<file path="config.mk">
export PLATFORM = sky130hd
export DESIGN_NAME = pingpong_frame_arbiter
export DESIGN_NICKNAME = d
export VERILOG_FILES = /design/src/rtl/pingpong_pkg.sv /design/src/rtl/cmos_edge_det.sv /design/src/rtl/pingpong_frame_arbiter.sv
export SDC_FILE = /design/constraint.sdc
export NUM_CORES = 1
export LEC_CHECK = 0
export ABC_AREA = 1
export ABC_CLOCK_PERIOD_IN_PS = 1700
export BUFFER_PORTS_ARGS = -buffer_cell sky130_fd_sc_hd__buf_2
export CAP_MARGIN = 20
export CORE_MARGIN = 2
export CORE_UTILIZATION = 50
export DETAILED_ROUTE_END_ITERATION = 10
export PLACE_DENSITY = 0.87
export RECOVER_POWER = 100
export SYNTH_ARGS = -nofsm -noshare
export SYNTH_HDL_FRONTEND = slang
export SYNTH_SLANG_ARGS = --single-unit
</file>
<file path="constraint.sdc">
create_clock -name cam_pclk -period 1.7 [get_ports cam_pclk]
set_clock_uncertainty 0.1 [all_clocks]
set_input_delay 0.255 -clock cam_pclk [delete_from_list [all_inputs] [get_ports cam_pclk]]
set_output_delay 0.255 -clock cam_pclk [all_outputs]
set_load 0.05 [all_outputs]
</file>
<file path="src/rtl/pingpong_pkg.sv">
// ==== pingpong_pkg -- shared write-FSM state, default frame size and bank encodings (rev 1.0) ====
`default_nettype none

package pingpong_pkg;

  typedef enum logic [1:0] {
    W_IDLE    = 2'd0,
    W_CAPTURE = 2'd1,
    W_END     = 2'd2
  } wr_state_t;

  localparam int FRAME_PIXELS_DEFAULT = 76800;

  localparam logic BANK0 = 1'b0;
  localparam logic BANK1 = 1'b1;

endpackage

`default_nettype wire

</file>
<file path="src/rtl/cmos_edge_det.sv">
// ==== cmos_edge_det -- registers the frame vsync and emits one-cycle rise/fall pulses (rev 1.0) ====
`default_nettype none

module cmos_edge_det (
  input  logic clk,
  input  logic rst,
  input  logic vsync_in,
  output logic rise,
  output logic fall
);

  logic vsync_q;
  logic vsync_d;

  // Under reset both stages follow the pin, so a level held across reset is never seen as an edge.
  always_ff @(posedge clk) begin
    if (rst) begin
      vsync_q <= vsync_in;
      vsync_d <= vsync_in;
    end else begin
      vsync_q <= vsync_in;
      vsync_d <= vsync_q;
    end
  end

  assign rise = vsync_q & ~vsync_d;
  assign fall = ~vsync_q & vsync_d;

endmodule

`default_nettype wire

</file>
<file path="src/rtl/pingpong_frame_arbiter.sv">
// ==== pingpong_frame_arbiter -- ping-pong frame RAM arbiter between CMOS writer and one reader (rev 1.0) ====
// ==== Build option PINGPONG_DROP_CNT_EN: implements the saturating dropped-frame counter, else it reads 0 ====
`default_nettype none

module pingpong_frame_arbiter
  import pingpong_pkg::*;
#(
  parameter int FRAME_PIXELS = FRAME_PIXELS_DEFAULT,
  parameter int ADDR_W       = 17,
  parameter int DATA_W       = 16,
  parameter int DROP_CNT_W   = 8
) (
  input  logic                  cam_pclk,
  input  logic                  rst,
  input  logic                  cmos_frame_vsync,
  input  logic                  cmos_frame_href,
  input  logic                  cmos_frame_clken,
  input  logic [DATA_W-1:0]     cmos_frame_data,
  output logic                  ram_wr_en_0,
  output logic                  ram_wr_en_1,
  output logic [ADDR_W-1:0]     ram_wr_addr,
  output logic [DATA_W-1:0]     ram_wr_data,
  output logic                  ram_rd_sel,
  output logic [ADDR_W-1:0]     ram_rd_addr,
  input  logic                  rd_start,
  input  logic                  rd_en,
  output logic                  rd_busy,
  output logic                  frame_valid,
  output logic                  frame_err,
  output logic [DROP_CNT_W-1:0] frame_drop_cnt
);

  // One extra bit so the count can reach FRAME_PIXELS even when it equals 2^ADDR_W.
  localparam logic [ADDR_W:0]   FRAME_LEN = (ADDR_W+1)'(FRAME_PIXELS);
  localparam logic [ADDR_W-1:0] LAST_ADDR = ADDR_W'(FRAME_PIXELS - 1);

  wr_state_t       state;
  logic            wr_bank;
  logic [ADDR_W:0] pix_cnt;
  logic            overflow;

  logic vs_rise;
  logic vs_fall;

  logic pix_valid;
  logic pix_accept;
  logic good_frame;
  logic rd_start_acc;
  logic rd_last;
  logic reader_free;

  cmos_edge_det u_edge_det (
    .clk      (cam_pclk),
    .rst      (rst),
    .vsync_in (cmos_frame_vsync),
    .rise     (vs_rise),
    .fall     (vs_fall)
  );

  assign pix_valid    = (state == W_CAPTURE) & cmos_frame_href & cmos_frame_clken;
  assign pix_accept   = pix_valid & (pix_cnt < FRAME_LEN);
  assign good_frame   = (pix_cnt == FRAME_LEN) & ~overflow;
  assign rd_start_acc = rd_start & frame_valid & ~rd_busy;
  assign rd_last      = rd_en & rd_busy & (ram_rd_addr == LAST_ADDR);
  // A reader finishing this cycle frees its bank; one starting this cycle claims the other bank.
  assign reader_free  = (~rd_busy & ~rd_start_acc) | rd_last;

  always_ff @(posedge cam_pclk) begin
    if (rst) begin
      state       <= W_IDLE;
      wr_bank     <= BANK0;
      pix_cnt     <= '0;
      overflow    <= 1'b0;
      ram_wr_en_0 <= 1'b0;
      ram_wr_en_1 <= 1'b0;
      ram_wr_addr <= '0;
      ram_wr_data <= '0;
      frame_valid <= 1'b0;
      frame_err   <= 1'b0;
    end else begin
      ram_wr_en_0 <= pix_accept & (wr_bank == BANK0);
      ram_wr_en_1 <= pix_accept & (wr_bank == BANK1);
      frame_err   <= 1'b0;
      if (pix_accept) begin
        ram_wr_addr <= pix_cnt[ADDR_W-1:0];
        ram_wr_data <= cmos_frame_data;
      end
      if (rd_start_acc) begin
        frame_valid <= 1'b0;
      end
      case (state)
        W_IDLE: begin
          if (vs_rise) begin
            state    <= W_CAPTURE;
            pix_cnt  <= '0;
            overflow <= 1'b0;
          end
        end
        W_CAPTURE: begin
          if (pix_accept) begin
            pix_cnt <= pix_cnt + 1'b1;
          end else if (pix_valid) begin
            overflow <= 1'b1;
          end
          if (vs_fall) begin
            state <= W_END;
          end
        end
        W_END: begin
          if (!good_frame) begin
            frame_err <= 1'b1;
          end else if (reader_free) begin
            wr_bank     <= ~wr_bank;
            frame_valid <= 1'b1;
          end
          if (vs_rise) begin
            state    <= W_CAPTURE;
            pix_cnt  <= '0;
            overflow <= 1'b0;
          end else begin
            state <= W_IDLE;
          end
        end
        default: state <= W_IDLE;
      endcase
    end
  end

  always_ff @(posedge cam_pclk) begin
    if (rst) begin
      rd_busy     <= 1'b0;
      ram_rd_sel  <= BANK1;
      ram_rd_addr <= '0;
    end else if (rd_start_acc) begin
      rd_busy     <= 1'b1;
      ram_rd_sel  <= ~wr_bank;
      ram_rd_addr <= '0;
    end else if (rd_en && rd_busy) begin
      if (rd_last) begin
        rd_busy <= 1'b0;
      end else begin
        ram_rd_addr <= ram_rd_addr + 1'b1;
      end
    end
  end

`ifdef PINGPONG_DROP_CNT_EN
  logic [DROP_CNT_W-1:0] drop_cnt;

  always_ff @(posedge cam_pclk) begin
    if (rst) begin
      drop_cnt <= '0;
    end else if ((state == W_END) && good_frame && !reader_free
                 && (drop_cnt != {DROP_CNT_W{1'b1}})) begin
      drop_cnt <= drop_cnt + 1'b1;
    end
  end

  assign frame_drop_cnt = drop_cnt;
`else
  assign frame_drop_cnt = '0;
`endif

endmodule

`default_nettype wire

</file>
Yosys cells after proc, flatten, opt, wreduce, memory -nomap -nowiden
Cells that the tools add are included.

Output and inout bits: 64. Word-level logic and storage cells: 84. Register bits after elaboration: 80.

$add $sub $neg: 2. Bitwise operators: 22. Equality and inequality tests: 10. Magnitude comparators: 1. Reduce and logical (&&, ||, !) cells: 14. Multiplexer cells: 20.

Operators with widths (count): 2-to-1 mux 18 bit (2); case mux 18 bit (2 select lines) (1); adder 18 x 1 -> 18 bit, second input constant (1); == test 18 x 17 -> 1 bit, second input constant (1); < comparator 18 x 17 -> 1 bit, second input constant (1); adder 17 x 1 -> 17 bit, second input constant (1); == test 17 bit, second input constant (1); bitwise AND 1 bit (13); 2-to-1 mux 1 bit (13); NOT 1 bit (8); inequality test 2 x 1 -> 1 bit, second input constant (3); inequality test 2 bit, second input constant (3); case mux 2 bit (3 select lines) (1); AND reduction 2 bit (3); AND reduction 3 bit (2); nonzero test 2 bit (3); OR reduction 2 bit (3); 2-to-1 mux 2 bit (2); AND reduction 4 bit (1); == test 2 x 1 -> 1 bit, second input constant (1); == test 2 bit, second input constant (1); logical NOT 2 bit (1); case mux 1 bit (2 select lines) (1); logical AND 1 bit (1); OR 1 bit (1).

Longest topological paths before layout
Depth after elaboration: 8. Gate-level depth with buffers: 12. Mapped depth without buffers: 12.

By module
Synthesis repeated with hierarchy kept, for this count alone.

Cells, all modules: 530. Area, all modules: 3875.0 sq um.

Modules (own cells, without submodules): pingpong_frame_arbiter (instances 1, seq. area each 1561.5 sq um, area an instance 3802.4 sq um, cells each 520); cmos_edge_det (instances 1, seq. area each 40.0 sq um, area an instance 72.6 sq um, cells each 10).

Worst setup path after synthesis
No wires, ideal clock.

Path type: register to register. Start: register ram_rd_addr[0]. End: register ram_rd_addr[10]. Period minus slack after synthesis: 1.975 ns. Cell stages (with the launch flop): 11. Buffers on the path: 1. Path slack: -0.275 ns. Arrival: 1.805 ns. Path through: dfxtp_1 > ha_1 > nand3_2 > inv_1 > nand2_2 > inv_2 > nand2_2 > nand2_4 > buf_6 > nand2_1 > a21oi_1.

Cells in the longest elaborated chain, start to end: 4.

RTL lines: start: declaration (line pingpong_frame_arbiter.sv:24) `output logic [ADDR_W-1:0] ram_rd_addr,`; start signal: assignment (line pingpong_frame_arbiter.sv:142) `ram_rd_addr <= ram_rd_addr + 1'b1;`; branches (longest 4 deep; another with adder 17 x 1 -> 17 bit).

Several ways; the timed one is not identified. A chain may end at the register's enable or synchronous reset.

Worst setup path after layout
Start: register pix_cnt[0]. End: register pix_cnt[12].

Cells in the longest elaborated chain, start to end: 4.

RTL lines: start: declaration (line pingpong_frame_arbiter.sv:39) `logic [ADDR_W:0] pix_cnt;`; start signal: assignment (line pingpong_frame_arbiter.sv:101) `pix_cnt <= pix_cnt + 1'b1;`; < comparator 18 x 17 -> 1 bit (line pingpong_frame_arbiter.sv:61) `assign pix_accept = pix_valid & (pix_cnt < FRAME_LEN);`; bitwise AND 1 bit (line pingpong_frame_arbiter.sv:61); inequality test 2 bit (no line); AND reduction 3 bit (no line).

Parallel ways exist; a longest one is shown, timed or not. The select of a mux whose other input is x is not followed.

==> flow_summary.ini <==
[die]
die-area_sq_mm = 0.00855
core_sq_mm = 0.00765
start_util_pct = 51.2
fp-row-count = 32
die_w_um = 92.5
io_pins = 87
die_h_um = 92.5

[timing]
timing.slew.headroom_pct = 58.2
drv_slew = 0
finalCritPeriodShare_pct = 95.2
max_freq_ghz = 0.618
tns_ns = 0
fin_ws_ns = 0.0823
setup-violations-final = 0
tightest_slew_ns = 0.629
hold_viol_final = 0
finalCriticalPeriod_ns = 1.62

[clock_tree]
clockBufferDepth = 2
cts_buffers = 9
cts_tree = done
cts_sinks = 80
cts_max_level = 3
clkLatencyLatePin_ns = 0.36
clockRootBuffer = clkbuf_8
clk_pin_slew_worst_paths_ns = 0.08

[cells_and_area]
area_growth_pct = 20.3
most-common-layout-cells = nand2_1, nor2_1, dfxtp_1
layout.nets = 669
num_antenna_cells = 0
nFillCells = 689
mostFrequentLayoutCell = nand2_1
drive_gt1_share_pct = 21.1

[setup_path]
start_kind = flop
r2r_start = pix_cnt[0]
rr_worst_depth = 12
cp_data_arrival_time_ns = 1.78
endpoint_kind = flop
worstPathMaxFanout = 5
r2r-end = pix_cnt[12]
criticalPathCategory = reg -> reg
reg2reg_slack_ns = 0.08
worst_ep_required_time_ns = 1.86

[job]
max-cap-violations = 0

[logic_synthesis]
netlist_instances = 551
synth_area_leader_cell = dfxtp_1
ys.warnings.count = 0
yosysSeqAreaShare_pct = 40.9
ys_ff_latch = 80
syn_area_sq_mm = 0.00392
synthTopCellsByArea = dfxtp_1, nand2_1, nor2_1, o21ai_0, inv_1
syn_avg_cell_area_sq_um = 7.11
synth_cell_type_count = 38
synth_top_area_share_pct = 40.9

[detailed_routing]
via_count = 3846
ant_nets = 0
viasPerCell = 5.13
first_pass_iters = 5
routed_wl_um = 9730
drc = 0
wire_per_inst_um = 13.0
drt_iter0_drc = 279

[global_route]
overflow = 0
grt_max_degree = 30
grt_pass1_wl_um = 15400
antenna_found_initial = 0
grt_pass1_vias = 3500
grt_use_total_pct = 22.1

[min_path]
hold_depth = 3
hold_path_class = in -> reg
hold_end = ram_wr_data[12]
min_from = cmos_frame_data[12]

[power]
p_per_area_mw_per_mm2 = 858
ir_worst_vdd_mv = 0.397
finalPower_mw = 4.04
p_leak_nw = 1.92

[place]
io_buffers = 78
detailed_place_hpwl_um = 6760
gp_congestion = 0.939
place_ws_ns = 0.0483

[status]
outcome = finished, final reports clean
[worst max-delay path by stage]
stage                                from               to  slack [ns]
after detailed placement       pix_cnt[1]      pix_cnt[12]        0.05
final                          pix_cnt[0]      pix_cnt[12]        0.08
after global placement     ram_rd_addr[0]   ram_rd_addr[4]        0.12
after global routing           pix_cnt[7]      pix_cnt[13]       -0.01
after floorplan           ram_rd_addr[13]  ram_rd_addr[10]       0.004
after CTS                  ram_rd_addr[0]  ram_rd_addr[12]        0.02
[cell families after synthesis]
family          share of synthesized area, %
simple gates                            33.6
compound gates                          11.9
flops                                   40.9
buf+inv                                 9.62
xor+xnor                                2.91
fa+ha+maj                              0.959
other cells                           0.0958
[per-stage QoR]
step | cell area (sq um) | instances | utilization [%] | hold slack, ns
3_3_place_gp | 4440 | 729 | 58.0 | 0.273
6_report | 4710 | 750 | 61.6 | 0.0442
2_1_floorplan | 3960 | 558 | - | 0.183
5_1_grt | 4710 | 750 | 61.6 | 0.0527
3_5_place_dp | 4440 | 729 | 58.0 | 0.277
4_1_cts | 4680 | 746 | 61.3 | 0.0405
[timing repair]
action                                  in CTS  in global routing
endpoints found under the hold margin        1                  0
setup buffers                                0                  3
endpoints found under the setup margin       0                 32
hold buffers                                 1                  0
gates resized for setup                      0                 20
[registers in the layout, indices dropped and copies added, names as in the netlist, 2 cells and up]
| register | count |
|---|---|
| pix_cnt | 18 |
| ram_rd_addr | 17 |
| ram_wr_addr | 17 |
| ram_wr_data | 16 |
| state | 2 |
[cells in the mapped netlist (all sizes together)]
cell    instances
dfxtp          80
o21bai          2
nor4            1
nand2         130
clkbuf          8
conb            1
xnor2           3
nor2          119
o211a           1
nand3          27
o31ai           1
o21ai          42
xor2           10
nand4           5
ha              3
nor3b           1
inv            48
nor3           13
a21oi          36
buf            19
clkinv          1
[power by group]
group,total [mW],internal [mW],switching (mW)
sequential,1.93,1.91,0.0257
combinational,0.414,0.112,0.302
clock,1.69,1.02,0.675
total,4.04,3.04,1.00
[cell type report]
class / count / area, sq um / area share (%)
sequential: 80 / 1630 / 34.6
clock buffer: 13 / 149 / 3.16
clock inverter: 3 / 90.1 / 1.91
multi-input combinational: 403 / 2000 / 42.4
timing repair buffer: 100 / 528 / 11.2
tap: 102 / 128 / 2.71
inverter: 49 / 186 / 3.96
[worst max-delay path: stages (launching register included)]
cell and delay (ns):
dfxtp_2 0.36, ha_1 0.21, nand2_2 0.09, nor2_4 0.10
inv_2 0.06, nor2_4 0.16, nand2_2 0.08, nor2_2 0.11
nand2_1 0.06, nand2_1 0.05, nand2_1 0.05, nand2_1 0.07
inv_1 0.04
[per-layer routing]
metal  global-route usage [%]  up-vias  wire length (um)
met5                        0        -                 0
met3                     3.91       19               559
li1                         -     1911                 -
met4                     10.8        0               190
met1                     26.7     1791              4110
met2                     37.9      125              4870
Power figures use the tool's default switching activity.
